[src/rtl/uart_pkg.sv]
// uart_pkg -- definitions shared by the UART receive framer and the transmitter.
//   rx_state_e : receive FSM states
//   PAR_*      : parity mode encodings (same wire encoding as the transmitter)
//   CPB_MIN*   : lowest usable clocks-per-bit, plain and with majority vote
//   rx_cfg_t   : per-frame configuration captured at start detection
//   exp_parity : expected parity bit for a received data word
package uart_pkg;

   typedef enum logic [2:0] {
      IDLE, START, DATA, PARITY, STOP1, STOP2, WAIT_HIGH
   } rx_state_e;

   localparam logic [1:0] PAR_SPACE = 2'b00;
   localparam logic [1:0] PAR_MARK  = 2'b01;
   localparam logic [1:0] PAR_EVEN  = 2'b10;
   localparam logic [1:0] PAR_ODD   = 2'b11;

   // Majority vote needs one sample either side of mid-bit inside the
   // half-bit window, hence the larger floor.
   localparam int CPB_MIN    = 4;
   localparam int CPB_MIN_MV = 6;

   typedef struct packed {
      logic       data_size;      // 0: 7 bits, 1: 8 bits
      logic       parity_en;
      logic [1:0] parity_mode;
      logic       stop_bit_size;  // 0: 1 stop, 1: 2 stops
   } rx_cfg_t;

   // In 7-bit mode the caller passes bit7 = 0, so it does not disturb parity.
   function automatic logic exp_parity(input logic [1:0] mode, input logic [7:0] d);
      logic p;
      case (mode)
         PAR_ODD:  p = ~^d;
         PAR_EVEN: p = ^d;
         PAR_MARK: p = 1'b1;
         default:  p = 1'b0;
      endcase
      return p;
   endfunction

endpackage

[src/rtl/uart_rx_frame_if.sv]
// uart_rx_frame_if -- one-entry valid/ready output stage of the UART receiver.
//   rx_data       received byte (bit7 = 0 in 7-bit mode)
//   rx_parity_err parity mismatch for rx_data
//   rx_frame_err  a stop bit sampled low for rx_data
//   rx_valid      rx_data and flags are valid
//   rx_ready      consumer accepts the word
// master: the receiver; slave: the consumer (RX FIFO).
interface uart_rx_frame_if;

   logic [7:0] rx_data;
   logic       rx_parity_err;
   logic       rx_frame_err;
   logic       rx_valid;
   logic       rx_ready;

   modport master (output rx_data, rx_parity_err, rx_frame_err, rx_valid,
                   input  rx_ready);
   modport slave  (input  rx_data, rx_parity_err, rx_frame_err, rx_valid,
                   output rx_ready);

endinterface

[src/rtl/uart_rx_sampler.sv]
// uart_rx_sampler -- rx synchronizer, bit timer and sample decision.
//   clk, rst     system clock, async active-high reset
//   rx           raw asynchronous serial line
//   cpb          clamped clocks-per-bit used when a count is loaded
//   load_half    load floor(cpb/2) (start detection)
//   load_full    load a full bit (issued on the sample strobe)
//   run          framer is in a sampling state; timer idles otherwise
//   rxs          synchronized rx
//   smp_stb      one-cycle sample strobe
//   smp_bit      sampled bit, valid with smp_stb
// Option RX_MAJORITY_VOTE_EN: 2-of-3 vote over expiry-1..expiry+1, decided
// at expiry+1; full-bit reloads are one short so bit timing does not drift.
module uart_rx_sampler #(
   parameter int CPB_WIDTH   = 16,
   parameter int SYNC_STAGES = 2
) (
   input  logic                 clk,
   input  logic                 rst,
   input  logic                 rx,
   input  logic [CPB_WIDTH-1:0] cpb,
   input  logic                 load_half,
   input  logic                 load_full,
   input  logic                 run,
   output logic                 rxs,
   output logic                 smp_stb,
   output logic                 smp_bit
);

   logic [SYNC_STAGES-1:0] sync_q;
   logic [CPB_WIDTH-1:0]   cnt_q;
   logic                   expire;

   always_ff @(posedge clk or posedge rst) begin
      if (rst) sync_q <= '1;
      else     sync_q <= {sync_q[SYNC_STAGES-2:0], rx};
   end

   assign rxs    = sync_q[SYNC_STAGES-1];
   assign expire = run && (cnt_q == CPB_WIDTH'(1));

`ifdef RX_MAJORITY_VOTE_EN
   localparam logic [CPB_WIDTH-1:0] FULL_ADJ = CPB_WIDTH'(1);

   logic rxs_d1, rxs_d2, pend_q;

   always_ff @(posedge clk or posedge rst) begin
      if (rst) begin
         rxs_d1 <= 1'b1;
         rxs_d2 <= 1'b1;
         pend_q <= 1'b0;
      end else begin
         rxs_d1 <= rxs;
         rxs_d2 <= rxs_d1;
         pend_q <= expire && !load_half && !load_full;
      end
   end

   // Cycle after expiry: rxs_d2 = expiry-1, rxs_d1 = expiry, rxs = expiry+1.
   assign smp_stb = pend_q && run;
   assign smp_bit = (rxs_d2 & rxs_d1) | (rxs_d2 & rxs) | (rxs_d1 & rxs);
`else
   localparam logic [CPB_WIDTH-1:0] FULL_ADJ = '0;

   assign smp_stb = expire;
   assign smp_bit = rxs;
`endif

   // Down-counter; expiry is the cycle it reads 1. Stops at 0 so a late
   // (voted) decision cannot wrap it.
   always_ff @(posedge clk or posedge rst) begin
      if (rst)                 cnt_q <= '0;
      else if (load_half)      cnt_q <= cpb >> 1;
      else if (load_full)      cnt_q <= cpb - FULL_ADJ;
      else if (!run)           cnt_q <= '0;
      else if (cnt_q != '0)    cnt_q <= cnt_q - CPB_WIDTH'(1);
   end

endmodule

[src/rtl/uart_rx_frame.sv]
// uart_rx_frame -- UART receive framer with one-entry valid/ready hold stage.
//   clk, rst        system clock, async active-high reset
//   rx              serial input, idle high
//   clocks_per_bit  clk cycles per bit (clamped to CPB_MIN / CPB_MIN_MV)
//   data_size, parity_en, parity_mode, stop_bit_size : frame format,
//                   captured at start detection
//   rx_if (master)  rx_data / rx_parity_err / rx_frame_err / rx_valid / rx_ready
//   overrun         one-cycle pulse: frame done while hold stage full, dropped
//   busy            FSM not in IDLE
// Option RX_MAJORITY_VOTE_EN: majority-vote sampling (see uart_rx_sampler).
module uart_rx_frame
   import uart_pkg::*;
#(
   parameter int CPB_WIDTH   = 16,
   parameter int SYNC_STAGES = 2
) (
   input  logic                  clk,
   input  logic                  rst,
   input  logic                  rx,
   input  logic [CPB_WIDTH-1:0]  clocks_per_bit,
   input  logic                  data_size,
   input  logic                  parity_en,
   input  logic [1:0]            parity_mode,
   input  logic                  stop_bit_size,
   uart_rx_frame_if.master       rx_if,
   output logic                  overrun,
   output logic                  busy
);

`ifdef RX_MAJORITY_VOTE_EN
   localparam int CPB_CLAMP = CPB_MIN_MV;
`else
   localparam int CPB_CLAMP = CPB_MIN;
`endif

   rx_state_e            state_q, state_d;
   rx_cfg_t              cfg_q;
   logic [CPB_WIDTH-1:0] cpb_q, cpb_clamp, cpb_sel;
   logic [7:0]           shreg_q, data_w;
   logic [2:0]           bit_cnt_q, last_bit;
   logic                 par_err_q, frm_err_q, frm_err_w;
   logic                 rxs, smp_stb, smp_bit, run;
   logic                 load_half, load_full, cfg_cap, shift_en;
   logic                 par_chk, stop_chk, complete, take;

   assign cpb_clamp = (clocks_per_bit < CPB_WIDTH'(CPB_CLAMP)) ? CPB_WIDTH'(CPB_CLAMP)
                                                               : clocks_per_bit;
   // The start-detect load happens in the same cycle as config capture.
   assign cpb_sel   = (state_q == IDLE) ? cpb_clamp : cpb_q;
   assign run       = state_q inside {START, DATA, PARITY, STOP1, STOP2};
   assign busy      = (state_q != IDLE);

   uart_rx_sampler #(.CPB_WIDTH(CPB_WIDTH), .SYNC_STAGES(SYNC_STAGES)) u_sampler (
      .clk       (clk),
      .rst       (rst),
      .rx        (rx),
      .cpb       (cpb_sel),
      .load_half (load_half),
      .load_full (load_full),
      .run       (run),
      .rxs       (rxs),
      .smp_stb   (smp_stb),
      .smp_bit   (smp_bit)
   );

   // Bits arrive LSB first into bit7; a 7-bit word ends up in [7:1].
   assign data_w    = cfg_q.data_size ? shreg_q : {1'b0, shreg_q[7:1]};
   assign last_bit  = cfg_q.data_size ? 3'd7 : 3'd6;
   assign frm_err_w = frm_err_q | ~smp_bit;
   assign take      = ~rx_if.rx_valid | rx_if.rx_ready;

   always_ff @(posedge clk or posedge rst) begin
      if (rst) state_q <= IDLE;
      else     state_q <= state_d;
   end

   always_comb begin
      state_d   = state_q;
      load_half = 1'b0;
      load_full = 1'b0;
      cfg_cap   = 1'b0;
      shift_en  = 1'b0;
      par_chk   = 1'b0;
      stop_chk  = 1'b0;
      complete  = 1'b0;
      case (state_q)
         IDLE: if (!rxs) begin
            state_d   = START;
            load_half = 1'b1;
            cfg_cap   = 1'b1;
         end
         START: if (smp_stb) begin
            if (smp_bit) state_d = IDLE;     // false start
            else begin
               state_d   = DATA;
               load_full = 1'b1;
            end
         end
         DATA: if (smp_stb) begin
            shift_en  = 1'b1;
            load_full = 1'b1;
            if (bit_cnt_q == last_bit) state_d = cfg_q.parity_en ? PARITY : STOP1;
         end
         PARITY: if (smp_stb) begin
            par_chk   = 1'b1;
            load_full = 1'b1;
            state_d   = STOP1;
         end
         STOP1: if (smp_stb) begin
            stop_chk = 1'b1;
            if (cfg_q.stop_bit_size) begin
               load_full = 1'b1;
               state_d   = STOP2;
            end else begin
               complete = 1'b1;
               state_d  = frm_err_w ? WAIT_HIGH : IDLE;
            end
         end
         STOP2: if (smp_stb) begin
            stop_chk = 1'b1;
            complete = 1'b1;
            state_d  = frm_err_w ? WAIT_HIGH : IDLE;
         end
         WAIT_HIGH: if (rxs) state_d = IDLE;
         default: state_d = IDLE;
      endcase
   end

   always_ff @(posedge clk or posedge rst) begin
      if (rst) begin
         cfg_q     <= '0;
         cpb_q     <= '0;
         shreg_q   <= '0;
         bit_cnt_q <= '0;
         par_err_q <= 1'b0;
         frm_err_q <= 1'b0;
      end else begin
         if (cfg_cap) begin
            cfg_q     <= '{data_size, parity_en, parity_mode, stop_bit_size};
            cpb_q     <= cpb_clamp;
            bit_cnt_q <= '0;
            par_err_q <= 1'b0;
            frm_err_q <= 1'b0;
         end
         if (shift_en) begin
            shreg_q   <= {smp_bit, shreg_q[7:1]};
            bit_cnt_q <= bit_cnt_q + 3'd1;
         end
         if (par_chk)             par_err_q <= (smp_bit != exp_parity(cfg_q.parity_mode, data_w));
         if (stop_chk && !smp_bit) frm_err_q <= 1'b1;
      end
   end

   // Hold stage: a completion during an accepting handshake reloads and
   // keeps rx_valid high.
   always_ff @(posedge clk or posedge rst) begin
      if (rst) begin
         rx_if.rx_data       <= '0;
         rx_if.rx_parity_err <= 1'b0;
         rx_if.rx_frame_err  <= 1'b0;
         rx_if.rx_valid      <= 1'b0;
         overrun             <= 1'b0;
      end else begin
         if (complete && take) begin
            rx_if.rx_data       <= data_w;
            rx_if.rx_parity_err <= par_err_q;
            rx_if.rx_frame_err  <= frm_err_w;
            rx_if.rx_valid      <= 1'b1;
         end else if (rx_if.rx_valid && rx_if.rx_ready) begin
            rx_if.rx_valid <= 1'b0;
         end
         overrun <= complete && !take;
      end
   end

endmodule

[src/flat_wrapper.sv]
// flat-port wrapper written by rule: the top's interface ports become plain ports
module uart_rx_frame_flat import uart_pkg::*;
#(
   parameter int CPB_WIDTH   = 16,
   parameter int SYNC_STAGES = 2
)
  (clk, rst, rx, clocks_per_bit, data_size, parity_en, parity_mode, stop_bit_size, overrun, busy, rx_if_rx_data, rx_if_rx_parity_err, rx_if_rx_frame_err, rx_if_rx_valid, rx_if_rx_ready);
  uart_rx_frame_if rx_if_i ();
  input  logic clk;
  input  logic rst;
  input  logic rx;
  input  logic [CPB_WIDTH-1:0] clocks_per_bit;
  input  logic data_size;
  input  logic parity_en;
  input  logic [1:0] parity_mode;
  input  logic stop_bit_size;
  output logic overrun;
  output logic busy;
  output wire logic [$bits(rx_if_i.rx_data)-1:0] rx_if_rx_data;
  output wire logic [$bits(rx_if_i.rx_parity_err)-1:0] rx_if_rx_parity_err;
  output wire logic [$bits(rx_if_i.rx_frame_err)-1:0] rx_if_rx_frame_err;
  output wire logic [$bits(rx_if_i.rx_valid)-1:0] rx_if_rx_valid;
  input wire logic [$bits(rx_if_i.rx_ready)-1:0] rx_if_rx_ready;
  assign rx_if_rx_data = rx_if_i.rx_data;
  assign rx_if_rx_parity_err = rx_if_i.rx_parity_err;
  assign rx_if_rx_frame_err = rx_if_i.rx_frame_err;
  assign rx_if_rx_valid = rx_if_i.rx_valid;
  assign rx_if_i.rx_ready = rx_if_rx_ready;
  uart_rx_frame #(.CPB_WIDTH(CPB_WIDTH), .SYNC_STAGES(SYNC_STAGES)) u_core (.clk(clk), .rst(rst), .rx(rx), .clocks_per_bit(clocks_per_bit), .data_size(data_size), .parity_en(parity_en), .parity_mode(parity_mode), .stop_bit_size(stop_bit_size), .rx_if(rx_if_i), .overrun(overrun), .busy(busy));
endmodule
[config.mk]
export PLATFORM = sky130hd
export DESIGN_NAME = uart_rx_frame_flat
export DESIGN_NICKNAME = d
export VERILOG_FILES = /design/src/rtl/uart_pkg.sv /design/src/rtl/uart_rx_frame_if.sv /design/src/rtl/uart_rx_sampler.sv /design/src/rtl/uart_rx_frame.sv /design/src/flat_wrapper.sv
export SDC_FILE = /design/constraint.sdc
export NUM_CORES = 1
export LEC_CHECK = 0
export BUFFER_PORTS_ARGS = -buffer_cell sky130_fd_sc_hd__buf_2
export CORE_MARGIN = 4
export CORE_UTILIZATION = 63
export DETAILED_ROUTE_END_ITERATION = 10
export PLACE_DENSITY = 0.81
export SYNTH_ARGS = -nofsm -noshare
export SYNTH_HDL_FRONTEND = slang
export SYNTH_SLANG_ARGS = --single-unit
[constraint.sdc]
create_clock -name clk -period 6.9 [get_ports clk]
set_input_delay 1.38 -clock clk [delete_from_list [all_inputs] [get_ports clk]]
set_output_delay 1.38 -clock clk [all_outputs]
set_load 0.05 [all_outputs]
# Yosys cells after proc, flatten, opt, wreduce, memory -nomap -nowiden
# Index checks and enable logic that the tools add are counted.
# Widths: inputs -> output; s select.
# totals
register_bits	67
latchBits	0
ramBits	0
romBits	0
in_bits	25
memories	0
# op_classes
n_addsub	2
mul	0
div_mod_pow	0
magnitude_cmp	1
eq_ne	21
shifts	0
muxes	43
n_bitwise	4
reduce_logical	20
# ops
op	count
$mux 16	6
$mux 3	13
$pmux 3 s7	1
$mux 1	18
$eq 16x1->1 const B	1
$lt 16x3->1 const B	1
$reduce_bool 16->1	1
$sub 16x1->16 const B	1
$ne 2x1->1 const B	5
$eq 3x3->1 const B	3
$mux 8	1
$reduce_and 8->1	1
$reduce_bool 2->1	4
$reduce_xnor 8->1	1
$reduce_xor 8->1	1
$eq 3x2->1 const B	2
$ne 2x2->1 const B	3
$pmux 1 s3	2
$logic_and 1x1->1	5
$reduce_bool 5->1	1
$eq 2x2->1 const B	2
$ne 4x1->1 const B	1
$reduce_or 2->1	2
$add 3x1->3 const B	1
other kinds (11)	14

# Logic depth before layout (Yosys ltp)
# Gate-level depths: netlist (run 1).
# depth
word_depth	8
mapped_depth	9
depth_no_buf	8

# Hierarchy
# A second synthesis (run 1) with hierarchy kept.
# hier_totals
hier_cells	422
area_unflattened_um2	3731.1
# by_module_without_submodules
mod	instances	cells_per_inst	area_per_inst_um2	seq_area_each_um2
uart_rx_frame	1	282	2498.6	1226.2
uart_rx_sampler	1	140	1232.4	452.9

# Least setup slack after synthesis (run 1)
# OpenSTA, ideal clock, no wires.
# synth_path
path_type	register -> output
from	reg u_core.state_q[0]
to	out busy
arrival_time_ps	1435
required_time_ps	5520
slack_ps	4085
path_stages_with_launch	4
path_buffers	1
cell_sequence	dfrtp_1 > clkbuf_1 > nor3_2 > inv_1
# synth_between
elab_chain_cells	1
# synth_rtl
element	line_no	rtl
from (decl)	uart_rx_frame.sv:36	rx_state_e state_q, state_d;
from (signal assigned)	uart_rx_frame.sv:74	else state_q <= state_d;
$reduce_bool 3->1	uart_rx_frame.sv:51	assign busy = (state_q != IDLE);
to (decl)	flat_wrapper.sv:18	output logic busy;
# No other way between the ends.

# Worst setup path after layout (run 1)
# layout_path
from	reg u_core.u_sampler.cnt_q[1]
to	reg u_core.u_sampler.cnt_q[0]
# layout_between
elab_chain_cells	6
word_cells_on_any_way	10
# layout_rtl
element	line_no	rtl
from (decl)	uart_rx_sampler.sv:30	logic [CPB_WIDTH-1:0] cnt_q;
from (signal assigned)	uart_rx_sampler.sv:72	else if (load_half) cnt_q <= cpb >> 1;
from (signal assigned)	uart_rx_sampler.sv:73	else if (load_full) cnt_q <= cpb - FULL_ADJ;
from (signal assigned)	uart_rx_sampler.sv:75	else if (cnt_q != '0) cnt_q <= cnt_q - CPB_WIDTH'(1);
$eq 16x1->1	uart_rx_sampler.sv:39	assign expire = run && (cnt_q == CPB_WIDTH'(1));
$logic_and 1x1->1	uart_rx_sampler.sv:39	
$mux 1, on equally long branches	n/a	
$pmux 1 s3	uart_rx_frame.sv:86	case (state_q)
$mux 16	uart_rx_sampler.sv:73	
$mux 16	uart_rx_sampler.sv:72	
# Parallel ways exist; a longest one is shown, timed or not.
# A chain may end at the register's enable or synchronous reset.

==> results by group, run 1 <==
Yosys
  • Post-synth top area cell: dfrtp_1
  • Post-synthesis sequential area ratio: 0.4599
  • Post-synth ARST share: 1.000
  • Cell with the most instances after synthesis: nand2_1
  • Synth Register Bits: 67
  • Mean Syn Cell Area: around 9.5 um2
  • Number of synthesized flops with an enable pin: 0
  • Post-synthesis cell type count: 57
  • Main synth FF type: dfrtp_1
  • Top post-synthesis cells by count: nand2_1 (84), dfrtp_1 (65), nor2_1 (29)
  • Synth top area share: 0.4455
  • Post-synthesis cell count: 384
  • Ys Warns: 0
  • Mapped Area: 0.003651 mm2
  • Post-Syn Nets: 413
  • Dominant cells by area after synthesis: dfrtp_1 (45%), nand2_1 (8.6%), mux2i_1 (5.5%)

Floorplanning
  • CORE AREA: 0.005574 mm2
  • Die height: 84.13 um
  • # IOs: 38
  • Initial core utilization: 0.6550
  • Die width: 84.13 um
  • Cell Rows: 27
  • Die area: slightly above 0.007 mm2

Clock tree
  • Clk Latency, worst-skew pair: approximately 0.34 ns
  • Max clock buf depth: 2
  • Postcts setup bufs: 0
  • CTS Sinks: 67
  • Cts repair resizes: 0
  • CTS tree: yes
  • Clk pin slew, worst setup/hold paths: 0.07 ns
  • Root buf cell: clkbuf_8
  • CTS Hold Bufs: 0
  • Num CTS Buffers: 9
  • H-tree depth: 3

Routing
  • Met2 wire length: between 3000 and 4000 um
  • Highest routed metal layer: met4
  • Avg WL per Cell: 16.54 um
  • Via/cell ratio: 6.132
  • Vias: 3017
  • Drt drc: 0
  • Routed met1 length: about 3500 um
  • DRT antenna net count: 0
  • Iter 0 DRT Violations: 190
  • Met3 WL: approximately 560 um
  • Pre-antenna DRT Iters: 5
  • Final Routed Wirelength: 8140 um

STA
  • Slew Viols, Final: 0
  • Setup TNS: 0 ns
  • Part of the cycle the worst path needs: 0.4973
  • Final setup fails: 0
  • RSZ-0062 raised after global routing: no
  • Worst Hold Slack: 0.3711 ns
  • Worst slew pin tran: 0.9693 ns
  • Fin. Hold Viols: 0
  • Worst Slack Setup Final: 3.469 ns
  • Minimum clock period: 3.431 ns
  • Fmax: slightly below 0.3 GHz
  • Max Clock Skew: between 0.009 and 0.01 ns
  • Relative slew slack: 0.3538

Global routing
  • Vias in the first global route: 2953
  • Pin count of the biggest net entering global routing: 68
  • Tot GR Track Use: 0.2455
  • Antenna violations before repair: 0
  • First-pass GRT wire length: between 10000 and 15000 um
  • Grt total ovfl: 0

Min path
  • Hold endpoint: u_core.u_sampler.sync_q[1]
  • Hold depth: 0
  • Hold crit path type: reg -> reg
  • Worst hold start: u_core.u_sampler.sync_q[0]

Run
  • Max-cap check violation count: 0

Worst setup path
  • Worst path required time: between 7 and 8 ns
  • Worst reg2reg path endpoint: u_core.u_sampler.cnt_q[0]
  • Critical Path Fanout Max: 13
  • Arrival @ worst endpoint: 3.66 ns
  • CP Class: reg -> reg
  • Reg2reg start: u_core.u_sampler.cnt_q[1]
  • Reg-to-reg slack, setup: 3.47 ns
  • Endpoint class of the critical path: flip-flop
  • Crit. Startpoint: u_core.u_sampler.cnt_q[1]
  • Worst-case reg-to-reg path depth: 8
  • CP startpoint kind: flip-flop

Final layout
  • Final instance area: around 0.004 mm2
  • Register Area: between 0.0015 and 0.002 mm2
  • Synth-to-layout area growth: 10.62%
  • Antenna diodes: 0
  • Layout cell share with drive strength beyond 1: 0.1976
  • Fin nets: around 440
  • Footprint of the multi-input gates: 0.001831 mm2
  • Fillers: 431

Placement
  • HPWL after DPL: 5469 um
  • GPL Wtd Cong: 0.9336
  • Dpl ws: ~3.5 ns
  • Area of placed instances: about 0.0038 mm2
  • Buffers on Ports: 37

Pwr
  • Max VDD drop: 0.1593 mV
  • Pwr dens: 243.9 mW/mm2
  • Pwr Total: ~1000 uW
  • Leak pwr: 0.001862 uW

Run status
  • Outcome: completed
-- where the power goes --
group	internal [uW]	switching [uW]	total, uW
combinational	96.3	90.2	186
sequential	435	51.4	487
clock	160	152	312
-- state kept, by name, summed over array words and instances, names as in the netlist, 2 cells and up --
register,cells
u_core.bit_cnt_q,3
u_core.cfg_q,5
u_core.cpb_q,16
u_core.rx_if.rx_data,8
u_core.shreg_q,8
u_core.state_q,3
u_core.u_sampler.cnt_q,16
u_core.u_sampler.sync_q,2
-- area by class of cell --
class	count	share of cell area
sequential	67	0.4157
multi-input combinational	286	0.4532
tap	72	0.02230
clock buffer	13	0.04182
clock inverter	3	0.005266
inverter	11	0.01022
timing repair buffer	40	0.05143
-- worst max path at each step --
stage                                end  cells past startpoint
6_report       u_core.u_sampler.cnt_q[0]                      8
5_1_grt        u_core.u_sampler.cnt_q[1]                      8
4_1_cts        u_core.u_sampler.cnt_q[0]                      8
3_5_place_dp   u_core.u_sampler.cnt_q[0]                      8
3_3_place_gp   u_core.u_sampler.cnt_q[1]                      8
2_1_floorplan        u_core.bit_cnt_q[0]                      1
-- critical path, stage by stage, from the launching register on --
cell      delay, ns
dfrtp_1        0.42
inv_1          0.13
ha_1           0.24
or4b_1         0.46
nor4_2         0.70
o21ai_0        0.39
nand2_1        0.52
o221ai_1       0.17
mux2_2         0.29
-- cell usage in the layout (no fill, tap or decap), types with 3 or more instances in the layout --
cell type / instances
a31oi_1: 3
inv_1: 9
o221a_2: 3
and2_1: 3
o21ai_0: 25
nor3_1: 8
mux2i_1: 20
ha_1: 4
buf_4: 3
mux2_2: 11
xnor2_1: 9
nand3_1: 8
nand2_1: 84
nand3b_1: 3
nand2b_1: 9
a21oi_1: 9
dfrtp_1: 65
nor4_1: 4
clkbuf_8: 12
o221a_1: 7
buf_2: 37
nor2_1: 29
xor2_1: 11
-- routing by layer --
metal  vias up  track usage
li1       1403            -
met1      1483       0.3440
met2       118       0.3831
met3        13      0.03949
met4         0      0.09649
met5         -            0
-- through the flow --
step	utilization	cells
3_3_place_gp	0.6905	476
3_5_place_dp	0.6905	476
6_report	0.7246	492
2_1_floorplan	-	384
5_1_grt	0.7246	492
4_1_cts	0.7246	492
-- kinds of logic (layout without fill, tap and decap cells) --
logic type               count (synthesis)  in the layout  share of synthesized area
buffers and inverters                   31             67                    0.03872
flip-flops                              67             67                     0.4599
AO/OA/AOI/OAI                           61             61                     0.1145
adder cells (fa/ha/maj)                  5              5                    0.01645
XOR/XNOR                                21             21                    0.05415
multiplexers                            31             31                    0.08876
AND/OR/NAND/NOR                        168            168                     0.2276
Note: power is estimated with default switching activity, not from simulation.
==> run 2: changes to the inputs <==
ABC_AREA = 1   (was not set)
CORE_UTILIZATION = 59   (was 63)
PLACE_DENSITY = 0.76   (was 0.81)
clock period = 3.49 ns   (was 6.9 ns; I/O delays follow)
==> run 2 against run 1 <==
Net effect: wire length up 1.4%; count of clock-buffer cells in the layout is 4 lower; clock skew grew 0.0040 ns; global-route usage fell by 1.4 points; setup slack worse by 2.1 ns; critical endpoint is now busy; via count up 13%; non-clock buffer count shrank 1.
==> results by group, run 2 <==
Placement
  • Cells after DPL: 641 (was 476)
  • Buffers on Ports: 37 (unchanged)
  • GPL Wtd Cong: 0.8938 (was 0.9336)
  • HPWL after DPL: 5872 um (was 5469 um)

Final layout
  • Fillers: 559 (was 431)
  • Layout cell share with drive strength beyond 1: 0.1379 (was 0.1976)
  • Most frequent cells in the layout: nand2_1 (219), dfrtp_1 (65), inv_1 (54) (was nand2_1 (84), dfrtp_1 (65), buf_2 (37))
  • Largest regs: u_core.cpb_q (16), u_core.u_sampler.cnt_q (16) (unchanged)
  • Non-filler instance count after layout: 657 (was 492)
  • Fin nets: 604 (was 444)
  • Antenna diodes: 0 (unchanged)
  • Most common cell after layout, fill and taps aside: nand2_1 (unchanged)
  • Synth-to-layout area growth: 10.07% (was 10.62%)

Clock tree
  • CTS Sinks: 67 (unchanged)
  • Root buf cell: clkbuf_8 (unchanged)
  • H-tree depth: 3 (unchanged)
  • Cts repair resizes: 0 (unchanged)
  • CTS tree: yes (unchanged)
  • Clk Latency, worst-skew pair: 0.35 ns (was 0.34 ns)
  • Postcts setup bufs: 0 (unchanged)
  • Max clock buf depth: 2 (unchanged)
  • Clk pin slew, worst setup/hold paths: 0.08 ns (was 0.07 ns)
  • CTS Hold Bufs: 0 (unchanged)
  • Num CTS Buffers: 9 (unchanged)

Floorplanning
  • CORE AREA: 0.006314 mm2 (was 0.005574 mm2)
  • Die height: 88.54 um (was 84.13 um)
  • Die area: 0.007839 mm2 (was 0.007077 mm2)
  • # IOs: 38 (unchanged)
  • Die width: 88.54 um (was 84.13 um)
  • Initial core utilization: 0.6062 (was 0.6550)
  • Cell Rows: 29 (was 27)

Yosys
  • Main synth FF type: dfrtp_1 (unchanged)
  • Number of synthesized flops with an enable pin: 0 (unchanged)
  • Cell with the most instances after synthesis: nand2_1 (unchanged)
  • Post-synthesis cell type count: 31 (was 57)
  • Dominant cells by area after synthesis: dfrtp_1 (42%), nand2_1 (21%), inv_1 (5.4%) (was dfrtp_1 (45%), nand2_1 (8.6%), mux2i_1 (5.5%))
  • Mapped Area: 0.003827 mm2 (was 0.003651 mm2)
  • Top post-synthesis cells by count: nand2_1 (219), dfrtp_1 (65), inv_1 (55) (was nand2_1 (84), dfrtp_1 (65), nor2_1 (29))
  • Post-synth top area cell: dfrtp_1 (unchanged)
  • Post-synthesis cell count: 542 (was 384)
  • Post-synth ARST share: 1.000 (unchanged)
  • Post-synthesis sequential area ratio: 0.4387 (was 0.4599)
  • Synth top area share: 0.4250 (was 0.4455)
  • Mean Syn Cell Area: 7.062 um2 (was 9.508 um2)
  • Post-Syn Nets: 571 (was 413)
  • Ys Warns: 0 (unchanged)
  • Synth Register Bits: 67 (unchanged)

Run
  • Max-cap check violation count: 0 (unchanged)

Global routing
  • Vias in the first global route: 3158 (was 2953)
  • Antenna violations before repair: 0 (unchanged)
  • Pin count of the biggest net entering global routing: 68 (unchanged)
  • Tot GR Track Use: 0.2317 (was 0.2455)
  • Grt total ovfl: 0 (unchanged)
  • First-pass GRT wire length: 14120 um (was 14060 um)

Worst setup path
  • Reg2reg start: u_core.u_sampler.cnt_q[4] (was u_core.u_sampler.cnt_q[1])
  • Critical Path Fanout Max: 8 (was 13)
  • Worst path required time: 2.79 ns (was 7.13 ns)
  • CP Class: reg -> out (was reg -> reg)
  • Crit. Startpoint: u_core.state_q[2] (was u_core.u_sampler.cnt_q[1])
  • Arrival @ worst endpoint: 1.42 ns (was 3.66 ns)
  • CP startpoint kind: flip-flop (unchanged)
  • Endpoint class of the critical path: output port (was flip-flop)

STA
  • Final setup fails: 0 (unchanged)
  • Worst slew pin tran: 0.8248 ns (was 0.9693 ns)
  • Fin. Hold Viols: 0 (unchanged)
  • RSZ-0062 raised after global routing: no (unchanged)
  • Part of the cycle the worst path needs: 0.6081
  • Slew Viols, Final: 0 (unchanged)
  • Max Clock Skew: 0.01335 ns (was 0.009360 ns)
  • Fmax: 0.4712 GHz
  • Setup TNS: 0 ns (unchanged)
  • Relative slew slack: 0.4501 (was 0.3538)
  • Minimum clock period: 2.122 ns

Routing
  • Via/cell ratio: 5.174 (was 6.132)
  • Final Routed Wirelength: 8255 um (was 8140 um)
  • Pre-antenna DRT Iters: 5 (unchanged)
  • Vias: 3399 (was 3017)
  • Drt drc: 0 (unchanged)
  • Avg WL per Cell: 12.56 um (was 16.54 um)
  • Iter 0 DRT Violations: 217 (was 190)
  • DRT antenna net count: 0 (unchanged)

Pwr
  • Pwr dens: 755.6 mW/mm2 (was 243.9 mW/mm2)
  • Leak pwr: 0.002262 uW (was 0.001862 uW)
  • Max VDD drop: 0.3699 mV (was 0.1593 mV)

Run status
  • Outcome: completed (unchanged)

Min path
  • Hold crit path type: reg -> reg (unchanged)
  • Worst hold start: u_core.u_sampler.sync_q[0] (unchanged)
-- run 2: cell count changes in the layout (fill, tap and decap cells not counted), moves of 7 or more --
| cell | delta |
|---|---|
| nand2_1 | +135 |
| inv_1 | +45 |
| nand3_1 | +25 |
| o21ai_1 | +24 |
| mux2i_1 | -20 |
| mux2_2 | -11 |
| nand2b_1 | -9 |
| nor2_2 | +9 |
| o221a_1 | -7 |
-- run 2: worst max-delay path, cell delays in order (launching register included) --
cell     delay (ns)
dfrtp_1        0.45
inv_2          0.09
nand2_2        0.22
buf_2          0.31
-- run 2: final cells by class --
| cell class | instances | area, um2 | share of cell area |
|---|---|---|---|
| Tap cell | 77 | 96.34 | 0.02287 |
| Sequential cell | 67 | 1679 | 0.3986 |
| Clock buffer | 9 | 123.9 | 0.02940 |
| Clock inverter | 7 | 52.55 | 0.01247 |
| Inverter | 61 | 229.0 | 0.05435 |
| Multi-Input combinational cell | 397 | 1832 | 0.4348 |
| Timing Repair Buffer | 39 | 200.2 | 0.04752 |
-- run 2: cells by family (layout without fill, tap and decap cells) --
group | after synthesis | after routing | share of synthesized area
DFF | 67 | 67 | 0.4387
buffers and inverters | 78 | 116 | 0.08336
and+or+nand+nor | 312 | 312 | 0.3374
AOI/OAI and AO/OA | 64 | 64 | 0.08794
adders and majority gates | 4 | 4 | 0.01308
muxes | 1 | 1 | 0.002942
xor gates and xnor gates | 16 | 16 | 0.03661
-- run 2: where the power goes --
group | leakage (uW) | switching (uW) | internal, uW
logic | 0.00131 | 975 | 466
clock network | 0.0000779 | 325 | 259
registers | 0.000876 | 167 | 992
-- run 2: metal layers --
layer,vias to the layer above,track usage,wire length [um]
met5,-,0,0
met1,1552,0.3274,4074
met2,81,0.3617,3674
met3,11,0.03259,366
li1,1755,-,-
met4,0,0.09203,139
-- run 2: worst paths after layout --
| path | to | slack (ns) | depth (start not counted) |
|---|---|---|---|
| setup / recovery | busy | 1.37 | 3 |
| hold / removal | u_core.u_sampler.sync_q[1] | 0.36 | 0 |
| setup reg to reg | u_core.u_sampler.cnt_q[0] | 1.52 | 10 |
| hold reg to reg | u_core.u_sampler.sync_q[1] | 0.36 | 0 |
| max in group asynchronous | u_core.cpb_q[2] | 2.36 | 3 |
| min in group asynchronous | u_core.cpb_q[14] | 0.60 | 3 |
-- run 2: through the flow --
step / utilization / setup WS (ns) / hold WS, ns / total power [uW] / area, um2
global placement: 0.6393 / 1.500 / 0.3546 / 2559 / 4036
global route: 0.6673 / 1.292 / 0.3706 / 3489 / 4213
floorplan: - / 1.112 / 0.3452 / 2322 / 3827
detailed placement: 0.6393 / 1.509 / 0.3522 / 2604 / 4036
CTS: 0.6673 / 1.349 / 0.3637 / 3200 / 4213
finish: 0.6673 / 1.368 / 0.3612 / 3183 / 4213
==> run 3: changes to the inputs <==
CORE_UTILIZATION = 54   (was 59)
PLACE_DENSITY = 0.73   (was 0.76)
clock period = 1.9 ns   (was 3.49 ns; I/O delays follow)
==> run 3 against run 2 <==
Net effect: combinational power grew 100%; cell area grew 4.5%; largest power group unchanged; non-clock buffer count grew 11; via count grew 3.6%; sequential share of layout area shrank 1.7 points; cell count grew 4.6%; highest routed layer unchanged; wire length grew 5.8%; first-iteration DRC count grew 40%; largest cell class unchanged; count of clock-buffer cells in the layout grew 2.
==> results by group, run 3 (synthesis results as in run 2) <==
Run status
  • Outcome: completed (unchanged)

Final layout
  • Core Util, Final: 0.6447 (was 0.6673)
  • Synth-to-layout area growth: 15.07% (was 10.07%)
  • Largest regs: u_core.cpb_q (16), u_core.u_sampler.cnt_q (16) (unchanged)
  • Layout cell share with drive strength beyond 1: 0.1591 (was 0.1379)
  • Most frequent cells in the layout: nand2_1 (219), dfrtp_1 (65), inv_1 (53) (was nand2_1 (219), dfrtp_1 (65), inv_1 (54))
  • Fillers: 622 (was 559)
  • Most common cell after layout, fill and taps aside: nand2_1 (unchanged)
  • Fin nets: 615 (was 604)
  • Non-filler instance count after layout: 687 (was 657)
  • Antenna diodes: 0 (unchanged)

Clock tree
  • Clk pin slew, worst setup/hold paths: 0.08 ns (about the same)
  • CTS tree: yes (unchanged)
  • Clk Latency, worst-skew pair: 0.35 ns (about the same)
  • Max clock buf depth: 2 (unchanged)
  • Root buf cell: clkbuf_8 (unchanged)
  • CTS Sinks: 67 (unchanged)
  • Num CTS Buffers: 9 (unchanged)
  • H-tree depth: 3 (unchanged)

Pwr
  • Pwr dens: 1428 mW/mm2 (was 755.6 mW/mm2)
  • Pwr Total: 6291 uW (was 3183 uW)
  • Max VDD drop: 0.7871 mV (was 0.3699 mV)
  • Leak pwr: 0.002351 uW (was 0.002262 uW)

Global routing
  • First-pass GRT wire length: 15170 um (was 14120 um)
  • Grt total ovfl: 0 (unchanged)
  • Pin count of the biggest net entering global routing: 33 (was 68)
  • Tot GR Track Use: 0.2236 (was 0.2317)
  • Antenna violations before repair: 0 (unchanged)
  • Vias in the first global route: 3342 (was 3158)

Routing
  • Vias: 3523 (was 3399)
  • Iter 0 DRT Violations: 303 (was 217)
  • Pre-antenna DRT Iters: 6 (was 5)
  • Final Routed Wirelength: 8737 um (was 8255 um)
  • Drt drc: 0 (unchanged)
  • Avg WL per Cell: 12.72 um (was 12.56 um)
  • Via/cell ratio: 5.128 (was 5.174)
  • DRT antenna net count: 0 (unchanged)

Floorplanning
  • Initial core utilization: 0.5603 (was 0.6062)
  • # IOs: 38 (unchanged)
  • Cell Rows: 30 (was 29)
  • CORE AREA: 0.006832 mm2 (was 0.006314 mm2)
  • Die height: 92.19 um (was 88.54 um)
  • Die area: 0.008499 mm2 (was 0.007839 mm2)
  • Die width: 92.19 um (was 88.54 um)

STA
  • Final setup fails: 0 (unchanged)
  • Worst Hold Slack: 0.07490 ns (was 0.3612 ns)
  • RSZ-0062 raised after global routing: yes (was no)
  • Slew Viols, Final: 0 (unchanged)
  • Worst slew pin tran: 0.5717 ns (was 0.8248 ns)
  • Fmax: between 0.5 and 0.6 GHz
  • Max Clock Skew: 0.01347 ns (was 0.01335 ns)
  • Worst Slack Setup Final: 0.1465 ns (was 1.368 ns)
  • Fin. Hold Viols: 0 (unchanged)
  • Relative slew slack: 0.6181 (was 0.4501)
  • Part of the cycle the worst path needs: 0.9229
  • Minimum clock period: 1.754 ns

Worst setup path
  • Critical Path Fanout Max: 8 (unchanged)
  • Arrival @ worst endpoint: 1.37 ns (was 1.42 ns)
  • Worst path required time: 1.52 ns (was 2.79 ns)
  • Endpoint class of the critical path: output port (unchanged)
  • CP startpoint kind: flip-flop (unchanged)
  • CP Class: reg -> out (unchanged)

Placement
  • HPWL after DPL: 6329 um (was 5872 um)
  • Cells after DPL: 670 (was 641)
  • Dpl ws: 0.06331 ns (was 1.509 ns)
  • GPL Wtd Cong: 0.9041 (was 0.8938)
  • Buffers on Ports: 37 (unchanged)

Min path
  • Hold crit path type: in -> async (was reg -> reg)

Run
  • Max-cap check violation count: 0 (unchanged)
[run 3: what timing repair did]
| item | CTS | global route |
|---|---|---|
| hold buffers | 0 | 0 |
| setup endpoints to repair | 0 | 12 |
| setup buffers | 0 | 1 |
| hold endpoints to repair | 0 | 0 |
| gates resized for setup | 0 | 5 |
[run 3: where the power goes]
| part | leakage [uW] | switching [uW] | internal, uW |
|---|---|---|---|
| Sequential | 0.000876 | 265 | 1820 |
| Combinational | 0.00137 | 1880 | 1000 |
| Clock | 0.000109 | 553 | 771 |
| Total | 0.00235 | 2700 | 3590 |
[run 3: final timing paths]
| check | startpoint | end | slack (ns) | cells after the start |
|---|---|---|---|---|
| max in group asynchronous | rst | u_core.u_sampler.cnt_q[5] | 1.27 | 3 |
| max reg2reg | u_core.u_sampler.cnt_q[1] | u_core.rx_if.rx_parity_err | 0.15 | 8 |
| min reg2reg | u_core.u_sampler.sync_q[0] | u_core.u_sampler.sync_q[1] | 0.36 | 0 |
| min | rst | u_core.cfg_q[4] | 0.07 | 2 |
| min in group clk | rx | u_core.u_sampler.sync_q[0] | 0.13 | 1 |
| max | u_core.state_q[2] | busy | 0.15 | 3 |
[run 3: layout make-up]
cell class / count / area [um2] / share of cell area
Sequential cell: 67 / 1679 / 0.3813
Clock buffer: 11 / 141.4 / 0.03210
Multi-Input combinational cell: 397 / 1842 / 0.4182
Timing Repair Buffer: 50 / 311.5 / 0.07074
Inverter: 61 / 232.7 / 0.05284
Tap cell: 96 / 120.1 / 0.02727
Clock inverter: 5 / 77.57 / 0.01761
[run 3: metal layers]
metal / up-vias / wire length (um) / GRT usage
met5: - / 0 / 0
met4: 0 / 135 / 0.07550
met3: 18 / 568 / 0.06809
met2: 123 / 3987 / 0.3437
met1: 1601 / 4045 / 0.3010
li1: 1781 / - / -
[run 3: through the flow]
stage / TNS (ns) / area, um2
CTS: 0 / 4383
global placement: 0 / 4164
global route: -0.01892 / 4404
floorplan: 0 / 3831
detailed placement: 0 / 4164
finish: 0 / 4404
[run 3: critical path, stage by stage (launching register included)]
cell,delay [ns]
dfrtp_1,0.45
inv_2,0.09
nand2_2,0.18
buf_2,0.30
